## config.mk

```make
export PLATFORM = sky130hd
export DESIGN_NAME = instr_fetch_unit
export DESIGN_NICKNAME = d
export VERILOG_FILES = /design/src/rtl/instr_fetch_unit.sv
export SDC_FILE = /design/constraint.sdc
export NUM_CORES = 1
export LEC_CHECK = 0
export CORE_ASPECT_RATIO = 1.4
export CORE_MARGIN = 2
export CORE_UTILIZATION = 47
export CTS_BUF_LIST = sky130_fd_sc_hd__clkbuf_8
export CTS_CLUSTER_SIZE = 25
export DETAILED_ROUTE_END_ITERATION = 7
export PLACE_DENSITY = 0.94
export SLEW_MARGIN = 20
export SYNTH_ARGS = -nofsm -noshare
export SYNTH_HDL_FRONTEND = slang
export SYNTH_SLANG_ARGS = --single-unit
```

## constraint.sdc

```tcl
create_clock -name clk -period 7.5 [get_ports clk]
set_input_delay 1.875 -clock clk [delete_from_list [all_inputs] [get_ports clk]]
set_output_delay 1.875 -clock clk [all_outputs]
set_load 0.05 [all_outputs]
```

## src/rtl/instr_fetch_unit.sv

```systemverilog
// Instruction fetch unit: keeps the program counter and issues one
// instruction-memory request at a time. It holds each fetched word until
// the downstream stage accepts it, then moves to pc+4 or to the branch target.
//
// Handshakes:
//   imem side : a request is offered while imem_req=1 and is transferred on a
//               rising edge where imem_req=1 and imem_gnt=1. Read data is taken
//               on the first imem_rvalid=1 after the grant. imem_rvalid is
//               ignored at any other time.
//   downstream: an instruction is offered while instr_valid=1 and is accepted
//               on a rising edge where instr_valid=1 and stall=0.
module instr_fetch_unit #(
    parameter logic [31:0] RESET_PC = 32'h0000_0000
) (
    input  logic        clk,
    input  logic        rst_n,
    input  logic        PCSrc,
    input  logic [31:0] branch_target,
    input  logic        stall,
    output logic        imem_req,
    output logic [31:0] imem_addr,
    input  logic        imem_gnt,
    input  logic        imem_rvalid,
    input  logic [31:0] imem_rdata,
    output logic        instr_valid,
    output logic [31:0] instr,
    output logic [31:0] instr_pc,
    output logic [31:0] pc_plus4,
    output logic        fetch_err,
    output logic [31:0] fetch_count,
    output logic [2:0]  dbg_state_o
);

    typedef enum logic [2:0] {
        S_IDLE = 3'd0,
        S_REQ  = 3'd1,
        S_WAIT = 3'd2,
        S_HOLD = 3'd3,
        S_ERR  = 3'd4
    } state_t;

    state_t      state_q;
    logic [31:0] pc_q;
    logic [31:0] instr_q;
    logic [31:0] instr_pc_q;
    logic        instr_valid_q;
    logic        fetch_err_q;
    logic [31:0] fetch_count_q;
    logic        imem_req_q;

    logic [31:0] pc_plus4_d;
    logic [31:0] pc_next_d;
    logic        redirect_bad_d;

    // Next-PC selection; only consulted on an accept edge.
    always_comb begin
        pc_plus4_d     = pc_q + 32'd4;
        redirect_bad_d = PCSrc && (branch_target[1:0] != 2'b00);
        pc_next_d      = PCSrc ? branch_target : pc_plus4_d;
    end

    // Fetch sequencer: state, PC, captured instruction and counters.
    always_ff @(posedge clk) begin
        if (!rst_n) begin
            state_q       <= S_IDLE;
            pc_q          <= RESET_PC;
            instr_q       <= 32'h0;
            instr_pc_q    <= 32'h0;
            instr_valid_q <= 1'b0;
            fetch_err_q   <= 1'b0;
            fetch_count_q <= 32'h0;
            imem_req_q    <= 1'b0;
        end else begin
            case (state_q)
                S_IDLE: begin
                    state_q    <= S_REQ;
                    imem_req_q <= 1'b1;
                end
                S_REQ: begin
                    if (imem_gnt) begin
                        state_q    <= S_WAIT;
                        imem_req_q <= 1'b0;
                    end
                end
                S_WAIT: begin
                    if (imem_rvalid) begin
                        instr_q       <= imem_rdata;
                        instr_pc_q    <= pc_q;
                        instr_valid_q <= 1'b1;
                        state_q       <= S_HOLD;
                    end
                end
                S_HOLD: begin
                    if (!stall) begin
                        instr_valid_q <= 1'b0;
                        fetch_count_q <= fetch_count_q + 32'd1;
                        if (redirect_bad_d) begin
                            // Misaligned target: keep pc and park until reset.
                            fetch_err_q <= 1'b1;
                            state_q     <= S_ERR;
                        end else begin
                            pc_q       <= pc_next_d;
                            imem_req_q <= 1'b1;
                            state_q    <= S_REQ;
                        end
                    end
                end
                S_ERR: begin
                    state_q <= S_ERR;
                end
                default: begin
                    state_q    <= S_IDLE;
                    imem_req_q <= 1'b0;
                end
            endcase
        end
    end

    assign imem_req    = imem_req_q;
    assign imem_addr   = pc_q;
    assign instr_valid = instr_valid_q;
    assign instr       = instr_q;
    assign instr_pc    = instr_pc_q;
    assign pc_plus4    = pc_plus4_d;
    assign fetch_err   = fetch_err_q;
    assign fetch_count = fetch_count_q;
    assign dbg_state_o = state_q;

endmodule
```

* Word-level counts from Yosys, hierarchy flattened *
Index checks and enable logic that the tools add are counted.

storage, ports and cells
  logic and storage cells = 46
  RAM bits = 0
  flip-flop bits (word level) = 134
  input port bits = 70
  latch bits = 0
  memories kept = 0
  ROM bits = 0

cells by class
  reduce and logical (&&, ||, !) cells = 12
  shift operators = 0
  magnitude comparators = 0
  add/subtract/negate cells = 2
  div/mod/pow operators = 0
  $mul = 0
  bitwise operators = 3
  multiplexer cells = 13
  equality and inequality tests = 8

operator list
  cell                                                             count
  32-bit by 1-bit adder with 32-bit output, second input constant  1
  32-bit by 3-bit adder with 32-bit output, second input constant  1
  32-bit 2-to-1 mux                                                1
  3-bit one-hot mux with 5 select lines                            1
  3-bit 2-to-1 mux                                                 4
  3-bit AND reduction                                              4
  2-bit != test, second input constant                             4
  3-bit by 2-bit == test with 1-bit output, second input constant  2
  1-bit 2-to-1 mux                                                 5
  1-bit one-hot mux with 4 select lines                            1
  2-bit AND reduction                                              2
  4-bit AND reduction                                              1
  2-bit nonzero test                                               2
  3-bit by 1-bit == test with 1-bit output, second input constant  1
  3-bit == test, second input constant                             1
  3-bit logical NOT                                                1
  1-bit inverter                                                   3
  1-bit one-hot mux with 2 select lines                            1
  2-bit OR reduction                                               1
  1-bit logical AND                                                1

* Longest topological paths before layout *
  word-level depth = 5
  mapped depth = 7
  mapped depth without buffers = 6

* Worst setup path before layout *
No wires, ideal clock.

  path type = register to output
  start = reg pc_q[2] (netlist: imem_addr[2])
  end = out pc_plus4[24]
  arrival time = 2.978 ns
  stages on the path, launching flop included = 7
  path slack = 2.647 ns
  path through = dfxtp_1 -> ha_1 -> inv_1 -> or4_4 -> buf_6 -> or3_4 -> xnor2_1

on the way
  word-level cells in the longest chain between the ends = 1

ends and longest elaborated chain
  element                                   line  source
  start, declared                           43    logic [31:0] pc_q;
  start signal, assigned                    102   pc_q <= pc_next_d;
  32-bit by 3-bit adder with 32-bit output  57    pc_plus4_d = pc_q + 32'd4;
  end, declared                             28    output logic [31:0] pc_plus4,

Every way passes these cells.

* Worst setup path after layout *
  start = reg pc_q[2] (netlist: imem_addr[2])
  end = out pc_plus4[28]

The elaborated chain is that of the path after synthesis.

==> flow_metrics.py <==
metrics = {
    "clock_tree": {
        "cts_made_buffers": 17,
        "clockBufferDepth": 2,
        "clk_pin_slew_worst_paths_ps": 70,
        "clock_sinks": 134,
        "cts_setup_buffers": 0,
        "insertion_delay_ps": 440,
        "cts_resized": 0,
        "hold_buffers": 0,
        "h-tree-depth": 4,
        "cts_root_buf": "clkbuf_8",
        "cts_tree": "built",
    },
    "grt": {
        "grt-busiest-layer": "met2",
        "grt_pass1_wl_um": 29950,
        "grt_usage_pct": 27.90,
        "grt_util_met2_pct": 48.65,
        "overflow": 0,
        "use_met1_pct": 31.28,
        "grt_pass1_vias": 5691,
        "grt_max_degree": 69,
        "use_met3_pct": 9.132,
        "grt_antenna_before_repair": 1,
    },
    "drt": {
        "drtAntennaViolNets": 0,
        "vias_per_cell": 5.614,
        "drc_errors": 0,
        "wirelength_um": 19690,
        "wire_per_inst_um": 17.64,
        "vias": 6265,
        "drt_iter0_markers": 365,
        "drtPass1Iterations": 5,
    },
    "logic_synthesis": {
        "syn_avg_cell_area_um2": 8.025,
        "synthCells": 749,
        "ys.flop_type": "dfxtp_1",
        "yosysSeqAreaShare_pct": 44.63,
        "syn-num-nets": 821,
        "synth-edff-count": 0,
        "yosysWarnings": 0,
        "synthTopCellsByArea": "dfxtp_1, nand2_1, a21oi_1",
        "synthDistinctLibCells": 59,
        "syn-cell-area_um2": 6011,
        "async_reset_ff_share_pct": 0,
        "ys_seq_elements": 134,
        "synth.top_cell.area_share_pct": 44.63,
        "yosysTopAreaCell": "dfxtp_1",
    },
    "floorplanning": {
        "num_rows": 48,
        "die_area_um2": 13720,
        "ioPinCount": 236,
        "start_util_pct": 48.35,
        "die_height_um": 137.8,
        "core_um2": 12430,
        "fp.dieW_um": 99.58,
    },
    "critical_path": {
        "reg2reg_slack_ps": 4920,
        "rr_worst_depth": 6,
        "end_kind": "output pin",
        "regToRegStartpoint": "dbg_state_o[1]",
        "regToRegEndpoint": "fetch_count[27]",
        "startpoint_type": "flop",
        "cp.required_ps": 5620,
        "path_max_fanout": 8,
        "cp.arrival_ps": 3430,
        "crit_type": "reg -> out",
    },
    "power": {
        "power_density_nw_per_um2": 162.1,
        "total_power_w": 0.001420,
        "vdd_drop_max_mv": 0.09596,
        "cellLeakagePower_nw": 2.869,
    },
    "min_path": {
        "min_from": "instr[29]",
        "hold_end": "instr[29]",
        "hp-class": "reg -> reg",
        "worstHoldPathCells": 2,
    },
    "sta": {
        "tns_ps": 0,
        "rsz0062_at_grt": "false",
        "fin_worst_skew_ps": 12.78,
        "setup_violations": 0,
        "min_period_ps": 5306,
        "hold_violations": 0,
        "max_freq_ghz": 0.1885,
        "finalMaxSlewViolations": 0,
        "maxSlewHeadroom_pct": 38.25,
        "worst_pin_slew_ps": 922.8,
        "post-route-period-util_pct": 70.75,
    },
    "placement": {
        "gp_congestion": 0.9077,
        "port_buffers": 235,
        "hpwlAfterDp_um": 14430,
    },
    "final_layout": {
        "final_util_pct": 70.46,
        "nets": 1024,
        "drive_gt1_share_pct": 6.114,
        "syn2layout_area_growth_pct": 45.73,
    },
    "status": {
        "outcome": "complete, no violations",
    },
    "flow_run": {
        "cap_violations": 0,
    },
}
## final cells by class
cell class	instances	area, um^2
sequential	134	2683
clock inverter	14	126.4
inverter	11	42.54
fill	967	3672
multi-input combinational	548	3080
timing repair buffer	240	2390
antenna	1	2.502
clock buffer	18	247.7
tap	150	187.7
## kinds of logic after synthesis
group | count (synthesis) | share of synthesized area, %
adder cells (fa/ha/maj) | 2 | 0.4163
flip-flops | 134 | 44.63
AO/OA/AOI/OAI | 152 | 15.42
XOR/XNOR | 52 | 7.827
multiplexers | 1 | 0.1665
AND/OR/NAND/NOR | 341 | 26.87
buffers and inverters | 67 | 4.663
## worst max-delay path: stages (launching register included)
cell	delay [ps]
dfxtp_1	450
ha_1	280
inv_1	110
or4_4	610
or4_4	520
xnor2_2	200
clkdlybuf4s50_1	840
## metrics by stage
step | cell area [um^2] | worst slack, ps | std cells | hold slack, ps
2_1_floorplan | 6011 | 2647 | 749 | 674.7
3_3_place_gp | 8377 | 2655 | 1083 | 440.6
3_5_place_dp | 8383 | 2683 | 1083 | 445.5
4_1_cts | 8757 | 2192 | 1115 | 457.0
5_1_grt | 8760 | 2083 | 1116 | 473.5
6_report | 8760 | 2194 | 1116 | 451.7
## worst max path at each step
stage	start	endpoint	slack, ps	cells after the start
6_report	imem_addr[2]	pc_plus4[28]	2190	6
5_1_grt	imem_addr[8]	pc_plus4[19]	2080	6
4_1_cts	imem_addr[2]	pc_plus4[28]	2190	6
3_5_place_dp	imem_addr[2]	pc_plus4[28]	2680	6
3_3_place_gp	imem_addr[15]	pc_plus4[29]	2650	5
2_1_floorplan	imem_addr[2]	pc_plus4[24]	2650	6
## cell usage after synthesis, drive strengths merged (2+ instances only)
cell and n:
nor4 16, a21oi 81, nand3b 2, nor2 45, o21ai 18, or2 5
nand3 28, nand2b 3, xnor2 41, dfxtp 134, and3 9, ha 2
o22ai 3, a221o 3, nand4 17, and4 3, a22oi 13, o221ai 2
inv 10, xor2 11, a32oi 6, buf 20, nor3b 4, nand2 170
or4 5, nor3 14, clkbuf 36, and2 6, a21o 2, or3 9
o2bb2ai 10, a31oi 4
## layout by cell type (no fill, tap or decap), types with 3 or more instances in the layout
| cell | n |
|---|---|
| nor2_1 | 45 |
| a21oi_1 | 81 |
| and4_1 | 3 |
| nand2b_1 | 3 |
| nor3b_1 | 4 |
| inv_1 | 9 |
| clkbuf_8 | 18 |
| or4_4 | 3 |
| or3_1 | 8 |
| nor4_1 | 15 |
| a32oi_1 | 6 |
| nand2_1 | 170 |
| o22ai_1 | 3 |
| clkinvlp_4 | 4 |
| a22oi_1 | 13 |
| o21ai_0 | 18 |
| and2_1 | 6 |
| clkdlybuf4s50_1 | 235 |
| clkinv_2 | 5 |
| xnor2_1 | 39 |
| a31oi_1 | 4 |
| a221o_1 | 3 |
| nor3_1 | 13 |
| and3_1 | 7 |
| o2bb2ai_1 | 10 |
| nand3_1 | 26 |
| nand4_1 | 16 |
| xor2_1 | 11 |
| or2_2 | 5 |
| dfxtp_1 | 134 |
| buf_4 | 5 |
## flip-flops by register name (all words and copies together), names as in the netlist
register / cells
fetch_count: 32
instr: 32
imem_req: 1
instr_pc: 32
dbg_state_o: 3
imem_addr: 32
instr_valid: 1
fetch_err: 1
## per-layer routing
metal | up-vias | wire length [um]
met2 | 311 | 9991
met4 | 0 | 736
met3 | 49 | 1857
li1 | 3002 | -
met5 | - | 0
met1 | 2903 | 7104
## power by group
part	internal (W)	switching, W	total, W
sequential	0.000718	0.00000716	0.000725
combinational	0.0000555	0.0000722	0.000128
clock	0.000273	0.000295	0.000567
Note: power is estimated with default switching activity, not from simulation.
